## src/rtl/knn_pkg.sv

```systemverilog
// Shared constants and state type for the kNN local-buffer streaming path.
package knn_pkg;

  localparam int unsigned DATA_W = 256;
  localparam int unsigned ADDR_W = 11;

  typedef enum logic [1:0] {
    IDLE,
    RUN,
    DRAIN,
    FIN
  } stream_state_t;

endpackage

```

## src/rtl/knn_sync_fifo.sv

```systemverilog
// Single-clock FIFO with registered occupancy count; push and pop may
// coincide in any cycle, including when full.
module knn_sync_fifo #(
  parameter int unsigned DATA_W = 256,
  parameter int unsigned DEPTH  = 8
) (
  input  logic                      clk,
  input  logic                      rst,
  input  logic                      push,
  input  logic [DATA_W-1:0]         push_data,
  input  logic                      pop,
  output logic [DATA_W-1:0]         pop_data,
  output logic [$clog2(DEPTH):0]    count,
  output logic                      full,
  output logic                      empty
);

  localparam int unsigned AW = $clog2(DEPTH);
  localparam int unsigned CW = AW + 1;

  logic [DATA_W-1:0] mem [DEPTH];
  logic [AW-1:0]     wr_ptr;
  logic [AW-1:0]     rd_ptr;
  logic              do_push;
  logic              do_pop;

  assign empty    = (count == '0);
  assign full     = (count == CW'(DEPTH));
  assign do_pop   = pop && !empty;
  assign do_push  = push && (!full || do_pop);
  assign pop_data = mem[rd_ptr];

  // Pointer and occupancy bookkeeping; count is untouched on push+pop.
  always_ff @(posedge clk or posedge rst) begin
    if (rst) begin
      wr_ptr <= '0;
      rd_ptr <= '0;
      count  <= '0;
    end else begin
      if (do_push) wr_ptr <= wr_ptr + 1'b1;
      if (do_pop)  rd_ptr <= rd_ptr + 1'b1;
      if (do_push && !do_pop)      count <= count + 1'b1;
      else if (do_pop && !do_push) count <= count - 1'b1;
    end
  end

  // Storage array, written only; no reset needed since reads are gated by empty.
  always_ff @(posedge clk) begin
    if (do_push) mem[wr_ptr] <= push_data;
  end

endmodule

```

## src/rtl/knn_local_buf_streamer.sv

```systemverilog
// Streams a contiguous (wrapping) range of the local sample buffer onto a
// valid/ready interface. Reads are issued only when the output FIFO has room
// for every word already in flight, so back-pressure never drops data.
module knn_local_buf_streamer #(
  parameter int unsigned DATA_W = knn_pkg::DATA_W,
  parameter int unsigned ADDR_W = knn_pkg::ADDR_W,
  parameter int unsigned RD_LAT = 2,
  parameter int unsigned FIFO_D = 8
) (
  input  logic              clk,
  input  logic              reset,
  input  logic              start,
  input  logic [ADDR_W-1:0] base_addr,
  input  logic [ADDR_W:0]   len,
  output logic              busy,
  output logic              done,
  output logic [ADDR_W-1:0] mem_address0,
  output logic              mem_ce0,
  output logic              mem_we0,
  output logic [DATA_W-1:0] mem_d0,
  input  logic [DATA_W-1:0] mem_q0,
  output logic [DATA_W-1:0] out_data,
  output logic              out_valid,
  input  logic              out_ready
);

  import knn_pkg::*;

  localparam int unsigned CW = $clog2(FIFO_D) + 1;
  localparam int unsigned SW = CW + 1;

  stream_state_t     state;
  logic [ADDR_W-1:0] next_addr;
  logic [ADDR_W-1:0] last_addr;
  logic [ADDR_W:0]   remaining;
  logic [RD_LAT-1:0] vld_sr;
  logic [SW-1:0]     inflight;
  logic [SW-1:0]     occupancy;
  logic [CW-1:0]     fifo_count;
  logic              fifo_empty;
  logic              fifo_full;
  logic [DATA_W-1:0] fifo_head;
  logic              issue;
  logic              pop;
  logic              last_pop;

  assign mem_we0 = 1'b0;
  assign mem_d0  = '0;

  // Count reads issued but not yet written into the FIFO.
  always_comb begin
    inflight = '0;
    for (int unsigned i = 0; i < RD_LAT; i++) inflight = inflight + SW'(vld_sr[i]);
  end

  assign occupancy    = SW'(fifo_count) + inflight;
  assign issue        = (state == RUN) && !fifo_full && (occupancy < SW'(FIFO_D));
  assign mem_ce0      = issue;
  // Address presents the new word only while reading; otherwise it parks on the last read.
  assign mem_address0 = issue ? next_addr : last_addr;

  assign out_valid = !fifo_empty;
  assign out_data  = out_valid ? fifo_head : '0;
  assign pop       = out_valid && out_ready;
  assign last_pop  = pop && (inflight == '0) && (fifo_count == CW'(1));

  // Valid shift register aligned so its tail coincides with q0 of the matching read.
  always_ff @(posedge clk or posedge reset) begin
    if (reset) begin
      vld_sr <= '0;
    end else begin
      vld_sr[0] <= issue;
      for (int unsigned i = 1; i < RD_LAT; i++) vld_sr[i] <= vld_sr[i-1];
    end
  end

  knn_sync_fifo #(
    .DATA_W (DATA_W),
    .DEPTH  (FIFO_D)
  ) u_fifo (
    .clk       (clk),
    .rst       (reset),
    .push      (vld_sr[RD_LAT-1]),
    .push_data (mem_q0),
    .pop       (pop),
    .pop_data  (fifo_head),
    .count     (fifo_count),
    .full      (fifo_full),
    .empty     (fifo_empty)
  );

  // Control FSM with registered busy/done. FIN lasts two cycles for an empty
  // request (busy cycle then done cycle) and one cycle otherwise, because the
  // normal path raises done already on the final handshake edge.
  always_ff @(posedge clk or posedge reset) begin
    if (reset) begin
      state     <= IDLE;
      busy      <= 1'b0;
      done      <= 1'b0;
      next_addr <= '0;
      last_addr <= '0;
      remaining <= '0;
    end else begin
      case (state)
        IDLE: begin
          if (start) begin
            busy <= 1'b1;
            if (len == '0) begin
              state <= FIN;
            end else begin
              state     <= RUN;
              remaining <= len;
              next_addr <= base_addr;
            end
          end
        end
        RUN: begin
          if (issue) begin
            next_addr <= next_addr + 1'b1;
            last_addr <= next_addr;
            remaining <= remaining - 1'b1;
            if (remaining == (ADDR_W+1)'(1)) state <= DRAIN;
          end
        end
        DRAIN: begin
          if (last_pop || (inflight == '0 && fifo_empty)) begin
            state <= FIN;
            done  <= 1'b1;
            busy  <= 1'b0;
          end
        end
        FIN: begin
          if (done) begin
            done  <= 1'b0;
            state <= IDLE;
          end else begin
            done <= 1'b1;
            busy <= 1'b0;
          end
        end
        default: state <= IDLE;
      endcase
    end
  end

endmodule

```

## config.mk

```make
export PLATFORM = sky130hd
export DESIGN_NAME = knn_local_buf_streamer
export DESIGN_NICKNAME = d
export VERILOG_FILES = /design/src/rtl/knn_pkg.sv /design/src/rtl/knn_sync_fifo.sv /design/src/rtl/knn_local_buf_streamer.sv
export SDC_FILE = /design/constraint.sdc
export NUM_CORES = 2
export LEC_CHECK = 0
export BUFFER_PORTS_ARGS = -buffer_cell sky130_fd_sc_hd__buf_2
export CAP_MARGIN = 15
export CORE_MARGIN = 8
export CORE_UTILIZATION = 40
export CTS_BUF_LIST = sky130_fd_sc_hd__clkbuf_4
export DETAILED_ROUTE_END_ITERATION = 6
export HOLD_SLACK_MARGIN = 0.05
export SKIP_LAST_GASP = 1
export SLEW_MARGIN = 0
export SYNTH_ARGS = -nofsm -noshare
export SYNTH_HDL_FRONTEND = slang
export SYNTH_SLANG_ARGS = --single-unit
```

## constraint.sdc

```tcl
create_clock -name clk -period 25.6 [get_ports clk]
set_input_delay 3.84 -clock clk [delete_from_list [all_inputs] [get_ports clk]]
set_output_delay 3.84 -clock clk [all_outputs]
set_load 0.05 [all_outputs]
```

Word level (Yosys, flattened, before mapping). Memory sizes are Yosys's and may differ from the RTL's. Cells that the tools add are included.

Add/subtract/negate cells: 8. $lt $le $gt $ge: 1. Equal/unequal tests: 13. Mux-type cells: 28. Reductions and logical operators: 28.

Operator list (number): 256-bit 2-to-1 mux (1); 11-bit 2-to-1 mux (4); 12-bit 2-to-1 mux (3); 12-bit case mux with 2 select lines (1); 11-bit case mux with 2 select lines (1); 12-bit by 1-bit equality test with 1-bit output, second input constant (1); 12-bit logical NOT (1); 2-bit 2-to-1 mux (6); 2-bit inequality test, second input constant (6); 12-bit by 1-bit subtractor with 12-bit output, second input constant (1); 11-bit by 1-bit adder with 11-bit output, second input constant (1); 1-bit logical AND (10); 4-bit 2-to-1 mux (2); 2-bit case mux with 4 select lines (1); 4-bit AND reduction (2); 1-bit 2-to-1 mux (7); 3-bit by 1-bit adder with 3-bit output, second input constant (2); 2-bit nonzero test (3); 4-bit by 2-bit adder with 5-bit output (1); 5-bit logical NOT (1); 5-bit by 4-bit < comparator with 1-bit output, second input constant (1); 5-bit AND reduction (1); 4-bit by 1-bit adder with 4-bit output, second input constant (1); 2-bit equality test, second input constant (2); other kinds (14) (18).

Bits in registers: 50. Memory bits (writable): 2048. Output and inout port bits: 528. Memories: 1.

Memory list: u_fifo.mem (depth 8, width 256, rd ports 1, clocked after memory_dff 0, wr ports 1, RTL line knn_sync_fifo.sv:21) `logic [DATA_W-1:0] mem [DEPTH];`.

Depth between registers and ports, before layout.
Depth after elaboration: 10. Mapped depth: 10.

By module. A second synthesis with hierarchy kept.

Cell total of the unflattened synthesis: 3847. Area total of the unflattened synthesis: 83766.6 µm².

Modules (own cells, without submodules): knn_sync_fifo (times used 1, cells an instance 3022, area an instance 77529.4 µm², sequential area each 61749.2 µm²); knn_local_buf_streamer (times used 1, cells an instance 825, area an instance 6237.2 µm², sequential area each 1001.0 µm²).

Worst setup path before layout. OpenSTA, ideal clock, no wires.

Kind: in2reg. From: input port out_ready. To: memory u_fifo.mem[0][0] (enable). Library setup time: 1186 ps. Arrival time: 21510 ps. Path slack: 2904 ps. Cell stages on the path: 5. Path buffers: 0. Path through: nand2b_1 > o21ai_0 > inv_1 > nand2b_1 > nor3_1.

Word-level cells in the longest chain between the ends: 6.

Ends and longest elaborated chain: start: declaration (RTL line knn_local_buf_streamer.sv:24) `input logic out_ready`; 1-bit logical AND (RTL line knn_local_buf_streamer.sv:64) `assign pop = out_valid && out_ready;`; 1-bit logical AND (RTL line knn_sync_fifo.sv:29) `assign do_pop = pop && !empty;`; 1-bit logical OR (RTL line knn_sync_fifo.sv:30) `assign do_push = push && (!full || do_pop);`; 1-bit logical AND (RTL line knn_sync_fifo.sv:30); via u_fifo.do_push (RTL line knn_sync_fifo.sv:24) `logic do_push;`; 1-bit 2-to-1 mux (RTL line knn_sync_fifo.sv:49) `if (do_push) mem[wr_ptr] <= push_data;`; 1-bit 2-to-1 mux (implied by the code) (RTL line knn_sync_fifo.sv:49); end: declaration (RTL line knn_sync_fifo.sv:21).

The timed path passes the listed nets, and every way through them passes these cells.

Worst setup path after layout.
From: register u_fifo.rd_ptr[1]. To: output port out_data[145].

Word-level cells in the longest chain between the ends: 2.

Ends and longest elaborated chain: start: declaration (RTL line knn_sync_fifo.sv:23) `logic [AW-1:0] rd_ptr;`; start signal: assignment (RTL line knn_sync_fifo.sv:41) `if (do_pop) rd_ptr <= rd_ptr + 1'b1;`; memory read 8 x 256 bit; 256-bit 2-to-1 mux (RTL line knn_local_buf_streamer.sv:63) `assign out_data = out_valid ? fifo_head : '0;`; end: declaration (RTL line knn_local_buf_streamer.sv:22) `output logic [DATA_W-1:0] out_data,`.

Every way passes these cells.

==> reports/results.ini <==
[outcome]
status=finished clean

[clock_tree]
post_cts_resized=0
h-tree-depth=6
cts_hold_buf=0
path_clk_slew_ps=70
clkSinkCount=2098
numCtsBuffers=565
cts_root_buf=clkbuf_4
clk_path_buf_depth=4
post_cts_buffers=0
insertion_delay_ps=1390
cts_tree=built

[floorplan]
fp.dieW_um=469
die_h_um=469
die_area_mm2=0.220
core_area_mm2=0.205
floorplan.initialDensity_pct=40.2
pin_count=811
placementRows=166

[routing]
route.detailed.drc=0
ant_nets=0
routed_wl_mm=197
drt_iter0_markers=2741
routed-via-count=40682
first_pass_iters=5
post_drt_via_cell_ratio=5.13
wl_per_cell_um=24.8

[placed_design]
dp_slack_ps=16690
globalplace.congestion=0.762
placed_cells=6974
io_buffers=553
dp_hpwl_mm=114

[min_path]
holdCritPathClass=reg2reg
hold_start=vld_sr[0]$_DFF_PP0_
hold_end=vld_sr[1]$_DFF_PP0_
hold_depth=0

[worst_setup_path]
r2r_cells=10
worst_setup_path_end_kind=output pin
r2r-end=u_fifo.mem[6][113]$_DFFE_PP_
crit_type=reg2out
reg2reg_from=u_fifo.count[1]$_DFFE_PP0P_
worst_setup_path_start_kind=register
ff2ff_setup_slack_ps=20610
crit_required_ps=21760
cp_max_fo=70
arrival_ps=6360

[global_routing]
grt_pass1_wl_mm=289
grt_max_degree=122
grt-ovfl-total=0
grt_pass1_vias=43950
grtUsageTotal_pct=17.4
antenna_found_initial=84

[synth]
syn-cell-area_mm2=0.0823
netlist_instances=3841
synthTopCellsByArea=edfxtp_1 (75%), mux4_2 (14%), mux2i_1 (3.2%)
yosysUniqueCellTypes=55
yosysTopAreaCell=edfxtp_1
synth_flop_cell=edfxtp_1
ys_seq_elements=2098
seq_area_frac_synth_pct=76.3
synthArstFlopShare_pct=2.38
synth_top_area_share_pct=74.8
synth_edf_count=2048
ys_warn_count=0
avgSynthCellArea_um2=21.4

[sta]
setup_viol=0
hold_viol=0
fin_skew_ps=108
fmaxAchievable_ghz=0.0980
worst_slack_ps=15400
slew_headroom_pct=26.4
fin_tns_setup_ps=0
rsz0062_at_grt=no
tightest_slew_ps=1100
finalMaxSlewViolations=0
final.min_clock_period_ps=10200
post-route-period-util_pct=39.8

[power_and_ir_drop]
fin_total_pwr_mw=11.8
power.density_mw_per_mm2=125
cellLeakagePower_nw=32.6
ir_worst_vdd_mv=0.106

[job]
drv_cap=0

[finish]
fin_cells=7935
final_nets=5155
drive_gt1_share_pct=38.8
syn2layout_area_growth_pct=14.5

-- how the worst max path moves through the flow --
stage,from,to,slack [ps],depth (start not counted)
floorplan,out_ready,u_fifo.mem[0][0]$_DFFE_PP_,2900,5
global placement,u_fifo.rd_ptr[1]$_DFFE_PP0N_,out_data[145],16630,7
detailed placement,u_fifo.rd_ptr[1]$_DFFE_PP0N_,out_data[145],16690,7
CTS,u_fifo.rd_ptr[1]$_DFFE_PP0N_,out_data[145],15110,7
global route,u_fifo.rd_ptr[0]$_DFFE_PP0N_,out_data[145],14910,7
finish,u_fifo.rd_ptr[1]$_DFFE_PP0N_,out_data[145],15400,7
-- critical path, cell delays in order (launching register included) --
cell and delay (ps):
dfrtp_4 960, buf_4 870, buf_4 860, buf_4 920, mux4_2 420, mux2i_1 410
nor2_1 100, buf_2 250
-- layout by cell type (no fill, tap or decap), drive strengths merged, types with 27 or more instances in the layout --
cell       n
conb     257
nand2     27
clkbuf   798
nor2     280
buf      630
o21ai     35
edfxtp  2048
a21oi     32
clkinv    93
mux4     512
diode     35
inv       42
dfrtp     50
mux2i    261
-- Yosys cell counts, types with 6 or more instances --
cell and instances:
o21ai_0 34, edfxtp_1 2048, nor2_1 280, mux4_2 512
a21oi_1 32, nor4_1 7, mux2_2 15, nand2b_1 9
buf_2 59, xnor2_1 6, inv_1 21, mux2i_1 261
nor3_1 8, buf_1 37, buf_4 257, nand2_1 26
ha_1 18, clkbuf_1 87, dfrtp_1 50, nand3_1 13
-- kinds of logic (layout without fill, tap and decap cells) --
logic type | after synthesis | after routing | share of synthesized area (%)
buffers and inverters | 463 | 1578 | 3.38
xor gates and xnor gates | 8 | 8 | 0.0852
other | 1 | 292 | 0.00456
adders and majority gates | 18 | 18 | 0.274
AOI/OAI and AO/OA | 96 | 96 | 0.691
DFF | 2098 | 2098 | 76.3
and+or+nand+nor | 369 | 369 | 1.89
muxes | 788 | 788 | 17.4
-- power by group --
group,internal [mW],total [mW],switching (mW)
clock,1.53,2.84,1.31
combinational,1.42,4.65,3.23
sequential,4.13,4.28,0.150
-- per-layer routing --
metal	wire length [um]	GRT usage, %
met5	247	0
met2	99700	29.6
met1	78500	21.0
met4	4020	5.29
met3	14200	5.89
-- per-stage QoR --
step                      area [um^2]  hold slack, ps  utilization, %
final                           94200             454            46.1
after global routing            94200             476            46.0
after CTS                       94100             445            46.0
after detailed placement        87400             394            42.7
after global placement          87400             406            42.7
after floorplan                 83200             380               -
-- registers in the layout, summed over array words and instances, names as in the netlist --
register       cells
busy               1
done               1
u_fifo.rd_ptr      3
u_fifo.wr_ptr      3
state              2
vld_sr             2
last_addr         11
u_fifo.mem      2048
u_fifo.count       4
remaining         12
next_addr         11
-- cell type report --
class / count / area [um^2]
antenna: 35 / 87.6
clock buffer: 798 / 5990
clock inverter: 127 / 776
fill: 17491 / 110000
inverter: 23 / 86.3
multi-input combinational: 1536 / 17800
sequential: 2098 / 62800
tap: 2688 / 3360
timing repair buffer: 630 / 3400
Power figures use the tool's default switching activity.
